<file path="src/rtl/stretch_frame_ctrl_if.sv">
// stretch_frame_ctrl_if: pixel-in, frame RAM, divider and read-out signals of the frame scheduler
interface stretch_frame_ctrl_if #(
  parameter int DATA_WIDTH    = 8,
  parameter int ADDRESS_WIDTH = 8
);
  logic                    pix_valid;
  logic [DATA_WIDTH-1:0]   pix_data;
  logic                    pix_ready;
  logic                    ram_we;
  logic [ADDRESS_WIDTH:0]  ram_waddr;
  logic [DATA_WIDTH-1:0]   ram_wdata;
  logic                    ram_re;
  logic [ADDRESS_WIDTH:0]  ram_raddr;
  logic                    div_start;
  logic [DATA_WIDTH-1:0]   div_divisor;
  logic                    div_done;
  logic [DATA_WIDTH-1:0]   div_quotient;
  logic                    rd_ready;
  logic                    rd_valid;
  logic                    rd_last;
  logic [DATA_WIDTH-1:0]   gain;
  logic [DATA_WIDTH-1:0]   min_pix;
  modport master (
    output pix_valid, pix_data, div_done, div_quotient, rd_ready,
    input  pix_ready, ram_we, ram_waddr, ram_wdata, ram_re, ram_raddr,
           div_start, div_divisor, rd_valid, rd_last, gain, min_pix
  );
  modport slave (
    input  pix_valid, pix_data, div_done, div_quotient, rd_ready,
    output pix_ready, ram_we, ram_waddr, ram_wdata, ram_re, ram_raddr,
           div_start, div_divisor, rd_valid, rd_last, gain, min_pix
  );
endinterface

</file>
<file path="src/rtl/stretch_frame_ctrl.sv">
// stretch_frame_ctrl: ping-pong frame writer with min/max tracking and gain/read-out scheduler
module stretch_frame_ctrl #(
  parameter int DATA_WIDTH    = 8,
  parameter int ADDRESS_WIDTH = 8
) (
  input logic               clk,
  input logic               rstn,
  stretch_frame_ctrl_if.slave bus
);
  typedef enum logic [1:0] {IDLE, CALC, WAIT, READ} state_t;
  state_t                         state_q, state_d;
  logic                           wbank_q, wbank_d, rbank_q, rbank_d;
  logic [ADDRESS_WIDTH-1:0]       wcnt_q, wcnt_d, rcnt_q, rcnt_d;
  logic [DATA_WIDTH-1:0]          run_max_q, run_max_d, run_min_q, run_min_d;
  logic [1:0]                     full_q, full_d;
  logic [1:0][DATA_WIDTH-1:0]     bmax_q, bmax_d, bmin_q, bmin_d;
  logic [DATA_WIDTH-1:0]          gain_q, gain_d, min_pix_q, min_pix_d;
  logic [DATA_WIDTH-1:0]          div_divisor_q, div_divisor_d;
  logic                           rd_valid_q, rd_valid_d, rd_last_q, rd_last_d;
  logic                           xfer, w_last, r_issue, r_last;
  logic [DATA_WIDTH-1:0]          pix_max, pix_min, cur_max, cur_min;
  // writer: address generation, running statistics and bank hand-off on the last pixel
  always_comb begin
    xfer      = bus.pix_valid & !full_q[wbank_q];
    w_last    = xfer & (wcnt_q == '1);
    pix_max   = (bus.pix_data > run_max_q) ? bus.pix_data : run_max_q;
    pix_min   = (bus.pix_data < run_min_q) ? bus.pix_data : run_min_q;
    wbank_d   = wbank_q ^ w_last;
    wcnt_d    = wcnt_q + ADDRESS_WIDTH'(xfer);
    run_max_d = w_last ? '0 : xfer ? pix_max : run_max_q;
    run_min_d = w_last ? '1 : xfer ? pix_min : run_min_q;
    bmax_d    = bmax_q;
    bmin_d    = bmin_q;
    if (w_last) begin
      bmax_d[wbank_q] = pix_max;
      bmin_d[wbank_q] = pix_min;
    end
  end
  // scheduler: gain calculation then read-out of the bank at rbank; full flags merge both sides
  always_comb begin
    cur_max       = bmax_q[rbank_q];
    cur_min       = bmin_q[rbank_q];
    state_d       = state_q;
    gain_d        = gain_q;
    min_pix_d     = min_pix_q;
    div_divisor_d = div_divisor_q;
    bus.div_start = 1'b0;
    r_issue       = (state_q == READ) & bus.rd_ready;
    r_last        = r_issue & (rcnt_q == '1);
    rcnt_d        = rcnt_q + ADDRESS_WIDTH'(r_issue);
    rbank_d       = rbank_q ^ r_last;
    case (state_q)
      IDLE: state_d = full_q[rbank_q] ? CALC : IDLE;
      CALC: begin
        if (cur_max == cur_min) begin
          gain_d    = DATA_WIDTH'(1);
          min_pix_d = cur_min;
          state_d   = READ;
        end else begin
          bus.div_start = 1'b1;
          div_divisor_d = cur_max - cur_min;
          state_d       = WAIT;
        end
      end
      WAIT: begin
        if (bus.div_done) begin
          gain_d    = bus.div_quotient;
          min_pix_d = cur_min;
          state_d   = READ;
        end
      end
      READ: state_d = r_last ? IDLE : READ;
      default: state_d = IDLE;
    endcase
    full_d = full_q;
    if (r_last) full_d[rbank_q] = 1'b0;
    if (w_last) full_d[wbank_q] = 1'b1;
    rd_valid_d = r_issue;
    rd_last_d  = r_last;
  end
  // all registered state
  always_ff @(posedge clk or negedge rstn) begin
    if (!rstn) begin
      state_q       <= IDLE;
      wbank_q       <= 1'b0;
      rbank_q       <= 1'b0;
      wcnt_q        <= '0;
      rcnt_q        <= '0;
      run_max_q     <= '0;
      run_min_q     <= '1;
      full_q        <= '0;
      bmax_q        <= '0;
      bmin_q        <= '0;
      gain_q        <= '0;
      min_pix_q     <= '0;
      div_divisor_q <= '0;
      rd_valid_q    <= 1'b0;
      rd_last_q     <= 1'b0;
    end else begin
      state_q       <= state_d;
      wbank_q       <= wbank_d;
      rbank_q       <= rbank_d;
      wcnt_q        <= wcnt_d;
      rcnt_q        <= rcnt_d;
      run_max_q     <= run_max_d;
      run_min_q     <= run_min_d;
      full_q        <= full_d;
      bmax_q        <= bmax_d;
      bmin_q        <= bmin_d;
      gain_q        <= gain_d;
      min_pix_q     <= min_pix_d;
      div_divisor_q <= div_divisor_d;
      rd_valid_q    <= rd_valid_d;
      rd_last_q     <= rd_last_d;
    end
  end
  assign bus.pix_ready   = !full_q[wbank_q];
  assign bus.ram_we      = xfer;
  assign bus.ram_waddr   = {wbank_q, wcnt_q};
  assign bus.ram_wdata   = bus.pix_data;
  assign bus.ram_re      = r_issue;
  assign bus.ram_raddr   = {rbank_q, rcnt_q};
  assign bus.div_divisor = div_divisor_d;
  assign bus.rd_valid    = rd_valid_q;
  assign bus.rd_last     = rd_last_q;
  assign bus.gain        = gain_q;
  assign bus.min_pix     = min_pix_q;
endmodule
</file>
<file path="src/flat_wrapper.sv">
// flat-port wrapper written by rule: the top's interface ports become plain ports
module stretch_frame_ctrl_flat 
#(
  parameter int DATA_WIDTH    = 8,
  parameter int ADDRESS_WIDTH = 8
)
  (clk, rstn, bus_pix_valid, bus_pix_data, bus_div_done, bus_div_quotient, bus_rd_ready, bus_pix_ready, bus_ram_we, bus_ram_waddr, bus_ram_wdata, bus_ram_re, bus_ram_raddr, bus_div_start, bus_div_divisor, bus_rd_valid, bus_rd_last, bus_gain, bus_min_pix);
  stretch_frame_ctrl_if #(.DATA_WIDTH(DATA_WIDTH), .ADDRESS_WIDTH(ADDRESS_WIDTH)) bus_i ();
  input logic clk;
  input logic rstn;
  input wire logic [$bits(bus_i.pix_valid)-1:0] bus_pix_valid;
  input wire logic [$bits(bus_i.pix_data)-1:0] bus_pix_data;
  input wire logic [$bits(bus_i.div_done)-1:0] bus_div_done;
  input wire logic [$bits(bus_i.div_quotient)-1:0] bus_div_quotient;
  input wire logic [$bits(bus_i.rd_ready)-1:0] bus_rd_ready;
  output wire logic [$bits(bus_i.pix_ready)-1:0] bus_pix_ready;
  output wire logic [$bits(bus_i.ram_we)-1:0] bus_ram_we;
  output wire logic [$bits(bus_i.ram_waddr)-1:0] bus_ram_waddr;
  output wire logic [$bits(bus_i.ram_wdata)-1:0] bus_ram_wdata;
  output wire logic [$bits(bus_i.ram_re)-1:0] bus_ram_re;
  output wire logic [$bits(bus_i.ram_raddr)-1:0] bus_ram_raddr;
  output wire logic [$bits(bus_i.div_start)-1:0] bus_div_start;
  output wire logic [$bits(bus_i.div_divisor)-1:0] bus_div_divisor;
  output wire logic [$bits(bus_i.rd_valid)-1:0] bus_rd_valid;
  output wire logic [$bits(bus_i.rd_last)-1:0] bus_rd_last;
  output wire logic [$bits(bus_i.gain)-1:0] bus_gain;
  output wire logic [$bits(bus_i.min_pix)-1:0] bus_min_pix;
  assign bus_i.pix_valid = bus_pix_valid;
  assign bus_i.pix_data = bus_pix_data;
  assign bus_i.div_done = bus_div_done;
  assign bus_i.div_quotient = bus_div_quotient;
  assign bus_i.rd_ready = bus_rd_ready;
  assign bus_pix_ready = bus_i.pix_ready;
  assign bus_ram_we = bus_i.ram_we;
  assign bus_ram_waddr = bus_i.ram_waddr;
  assign bus_ram_wdata = bus_i.ram_wdata;
  assign bus_ram_re = bus_i.ram_re;
  assign bus_ram_raddr = bus_i.ram_raddr;
  assign bus_div_start = bus_i.div_start;
  assign bus_div_divisor = bus_i.div_divisor;
  assign bus_rd_valid = bus_i.rd_valid;
  assign bus_rd_last = bus_i.rd_last;
  assign bus_gain = bus_i.gain;
  assign bus_min_pix = bus_i.min_pix;
  stretch_frame_ctrl #(.DATA_WIDTH(DATA_WIDTH), .ADDRESS_WIDTH(ADDRESS_WIDTH)) u_core (.clk(clk), .rstn(rstn), .bus(bus_i));
endmodule
</file>
<file path="config.mk">
export PLATFORM = sky130hd
export DESIGN_NAME = stretch_frame_ctrl_flat
export DESIGN_NICKNAME = d
export VERILOG_FILES = /design/src/rtl/stretch_frame_ctrl_if.sv /design/src/rtl/stretch_frame_ctrl.sv /design/src/flat_wrapper.sv
export SDC_FILE = /design/constraint.sdc
export NUM_CORES = 1
export LEC_CHECK = 0
export CAP_MARGIN = 20
export CORE_UTILIZATION = 55
export DETAILED_ROUTE_END_ITERATION = 8
export PLACE_DENSITY_LB_ADDON = 0.12
export SYNTH_ARGS = -nofsm -noshare
export SYNTH_HDL_FRONTEND = slang
export SYNTH_SLANG_ARGS = --single-unit
</file>
<file path="constraint.sdc">
create_clock -name clk -period 3.57 [get_ports clk]
set_input_delay 0.714 -clock clk [delete_from_list [all_inputs] [get_ports clk]]
set_output_delay 0.714 -clock clk [all_outputs]
set_load 0.01 [all_outputs]
</file>
==> metrics <==
status=finished, final reports clean; CP max FO=5; Root Driver=clkbuf_8; DP HPWL=9050 um; Mapped Cells=520; syn_nets=571; Worst-Skew Late Latency=360 ps; flop-to-flop setup slack=800 ps; initial antenna violation count=0; reg2reg start=u_core.rbank_q; vias in the first global route=4,124; CP cell instances=buf_4 > mux2_4 > inv_2 > ha_1 > nor2b_2 > o31a_1 > o21a_1 > o21a_1 > o31ai_2 > buf_2; Tightest Hold Check Type=in2async; post-synth cell types=49; global-route wire length before repair=20,900 um; starting density of the core=0.572; Critical Path Slowest Stage Cell=dfrtp_2; max_cap viols=0; Syn-to-layout area delta=22.5%; Setup-failing EPs final=0; crit-path most repeated cell=o21a_1; Slew @ Worst Pin=799 ps; pin count of the biggest net entering global routing=49; area share of the largest cell type after synthesis=0.415; FP Rows=35; number of buffers created by CTS=9; RSZ-0062 raised after global routing=yes; Final Wtd Congestion=0.876; Slew Limit Fails=0; YS warnings=0; Slew headroom=0.464; overall power=3.35 mW; setup ws final=87.6 ps; DR iter-0 viols=309; Avg WL per Cell=17.5 um; R2R Path End=u_core.bus.min_pix[1]; Post-synth EDFFs=0; number of synthesized register bits=96; Die ar.=0.0101 mm2; CP Launch Type=register; Final Cycle Share=0.975; Critical path buffers and inverters=3; maximum VDD drop=0.438 mV; layout cells sized above 1=0.159; GRT Overall Usage=0.268; Reg clk slew, reported paths=100 ps; Post-DP Area=0.00621 mm2; TritonCTS clock tree=done; Post-layout nets=648; top cells by count, synth=88 x dfrtp_1, 35 x inv_1, 32 x a31oi_1; DRC viols=0; largest cells by area after synthesis=dfrtp_1 41%, ha_1 6.8%, dfstp_2 4.0%, a31oi_1 3.8%, nand3_1 2.8%; Synth Flop Type=dfrtp_1; Synth area leader=dfrtp_1; worst path required time=2860 ps; Critical Path Sink Type=primary output; Crit path max-delay family=compound AO/OA/AOI/OAI gates; Die X=100 um; final instance area=0.00651 mm2; clk buf depth=2; hold-fix buffers at CTS=0; mean post-synth cell area=10.2 um2; H-Tree Depth=3; slowest stage delay, CP=460 ps; Die Ht=100 um; Hold Slack=315 ps; Leak=2.98 nW; total congestion overflow=0; crit path DAT=2770 ps; Fin Clk Skew=17.7 ps; Antenna Cells=0; DR vias/cell=5.97; final wirelength=12,800 um; PortBufs=76; crit path kind=reg2out; final core utilization=0.701; most frequent cell after synthesis=dfrtp_1; post-route antenna net violation count=0; Pre-antenna DRT Iters=6; synthesized area=0.00531 mm2; Final Hold Viols=0; Tmin final=3480 ps; CORE AREA=0.00928 mm2; Fmax=287 MHz; pre-CTS setup slack=-65.5 ps; power density cells=515 mW/mm2; clk sink count=96; register area share after synthesis=0.454; Worst R2R Path Depth=8; Post-synth ARST share=1.00; # IOs=77; Vias=4,364
-- how the worst max path moves through the flow --
stage / endpoint / cells after the start / startpoint / slack (ps)
2_1_floorplan: bus_div_divisor[0] / 10 / u_core.rbank_q / 180
3_3_place_gp: bus_div_divisor[5] / 10 / u_core.rbank_q / 80
3_5_place_dp: bus_div_divisor[6] / 10 / u_core.rbank_q / -70
4_1_cts: bus_div_divisor[1] / 9 / u_core.rbank_q / 2
5_1_grt: bus_div_divisor[5] / 10 / u_core.rbank_q / -20
6_report: bus_div_divisor[5] / 10 / u_core.rbank_q / 90
-- repair_timing --
item / 4_1_cts / 5_1_grt
setup buffers: 3 / 0
setup endpoints to repair: 9 / 8
gates cloned: 2 / 0
pin swaps: 2 / 2
gates resized for setup: 30 / 24
-- sequential cells by signal, summed over array words and instances (netlist names) --
| register | count |
|---|---|
| u_core.bus.min_pix | 8 |
| u_core.full_q | 2 |
| u_core.bus.rd_last | 1 |
| u_core.bus.gain | 8 |
| u_core.bmin_q | 16 |
| u_core.div_divisor_q | 8 |
| u_core.rcnt_q | 8 |
| u_core.run_max_q | 8 |
| u_core.state_q | 2 |
| u_core.run_min_q | 8 |
| u_core.bus.rd_valid | 1 |
| u_core.bmax_q | 16 |
| u_core.rbank_q | 1 |
| u_core.wbank_q | 1 |
| u_core.wcnt_q | 8 |
-- layout make-up --
class | count | area, um2
Sequential cell | 96 | 2410
Tap cell | 129 | 161
Clock inverter | 6 | 42.5
Fill cell | 719 | 2780
Multi-Input combinational cell | 351 | 2650
Timing Repair Buffer | 104 | 971
Inverter | 35 | 131
Clock buffer | 10 | 138
-- routing by layer --
metal / track usage / vias up / wire, um / share of wire
li1: - / 2063 / - / -
met1: 0.382 / 2108 / 5900 / 0.46
met2: 0.409 / 172 / 5850 / 0.46
met3: 0.0487 / 21 / 742 / 0.058
met4: 0.105 / 0 / 313 / 0.024
met5: 0 / - / 0 / 0
-- logic make-up after synthesis --
kind of cell | after synthesis | share of synthesized area
AO/OA/AOI/OAI | 136 | 0.185
XOR/XNOR | 16 | 0.0264
adder cells (fa/ha/maj) | 30 | 0.0721
buffers and inverters | 73 | 0.0655
flip-flops | 96 | 0.454
multiplexers | 26 | 0.0518
AND/OR/NAND/NOR | 143 | 0.145
-- layout by cell type, fill, tap and decap left out, types with 3 or more instances in the layout --
cell	instances
dfrtp_1	87
clkdlybuf4s50_1	66
inv_1	34
a31oi_1	32
nand3_1	30
nor2_1	26
ha_1	26
nand4_1	24
buf_4	24
o21ai_0	22
nand2_1	20
nor2b_1	18
o211ai_1	18
o2111ai_1	16
a22o_1	15
xnor2_1	11
mux2_2	11
mux2i_1	10
clkbuf_8	10
dfstp_2	8
o21a_1	7
xor2_1	5
nor3_1	5
mux2i_2	4
a21o_1	4
nand2b_1	3
a21oi_1	3
ha_4	3
buf_6	3
dlygate4sd2_1	3
clkbuf_2	3
buf_2	3
-- through the flow --
step           setup TNS [ps]  instances
2_1_floorplan               0        520
3_3_place_gp                0        710
3_5_place_dp             -166        710
4_1_cts                     0        731
5_1_grt                 -36.2        731
6_report                    0        731
-- report_power, final --
part           leakage, nW  switching (mW)  internal [mW]
Combinational         1.67           0.699          0.505
Sequential            1.22           0.198           1.29
Clock               0.0887           0.389          0.274
No activity file was read; power rests on OpenSTA's default activity.
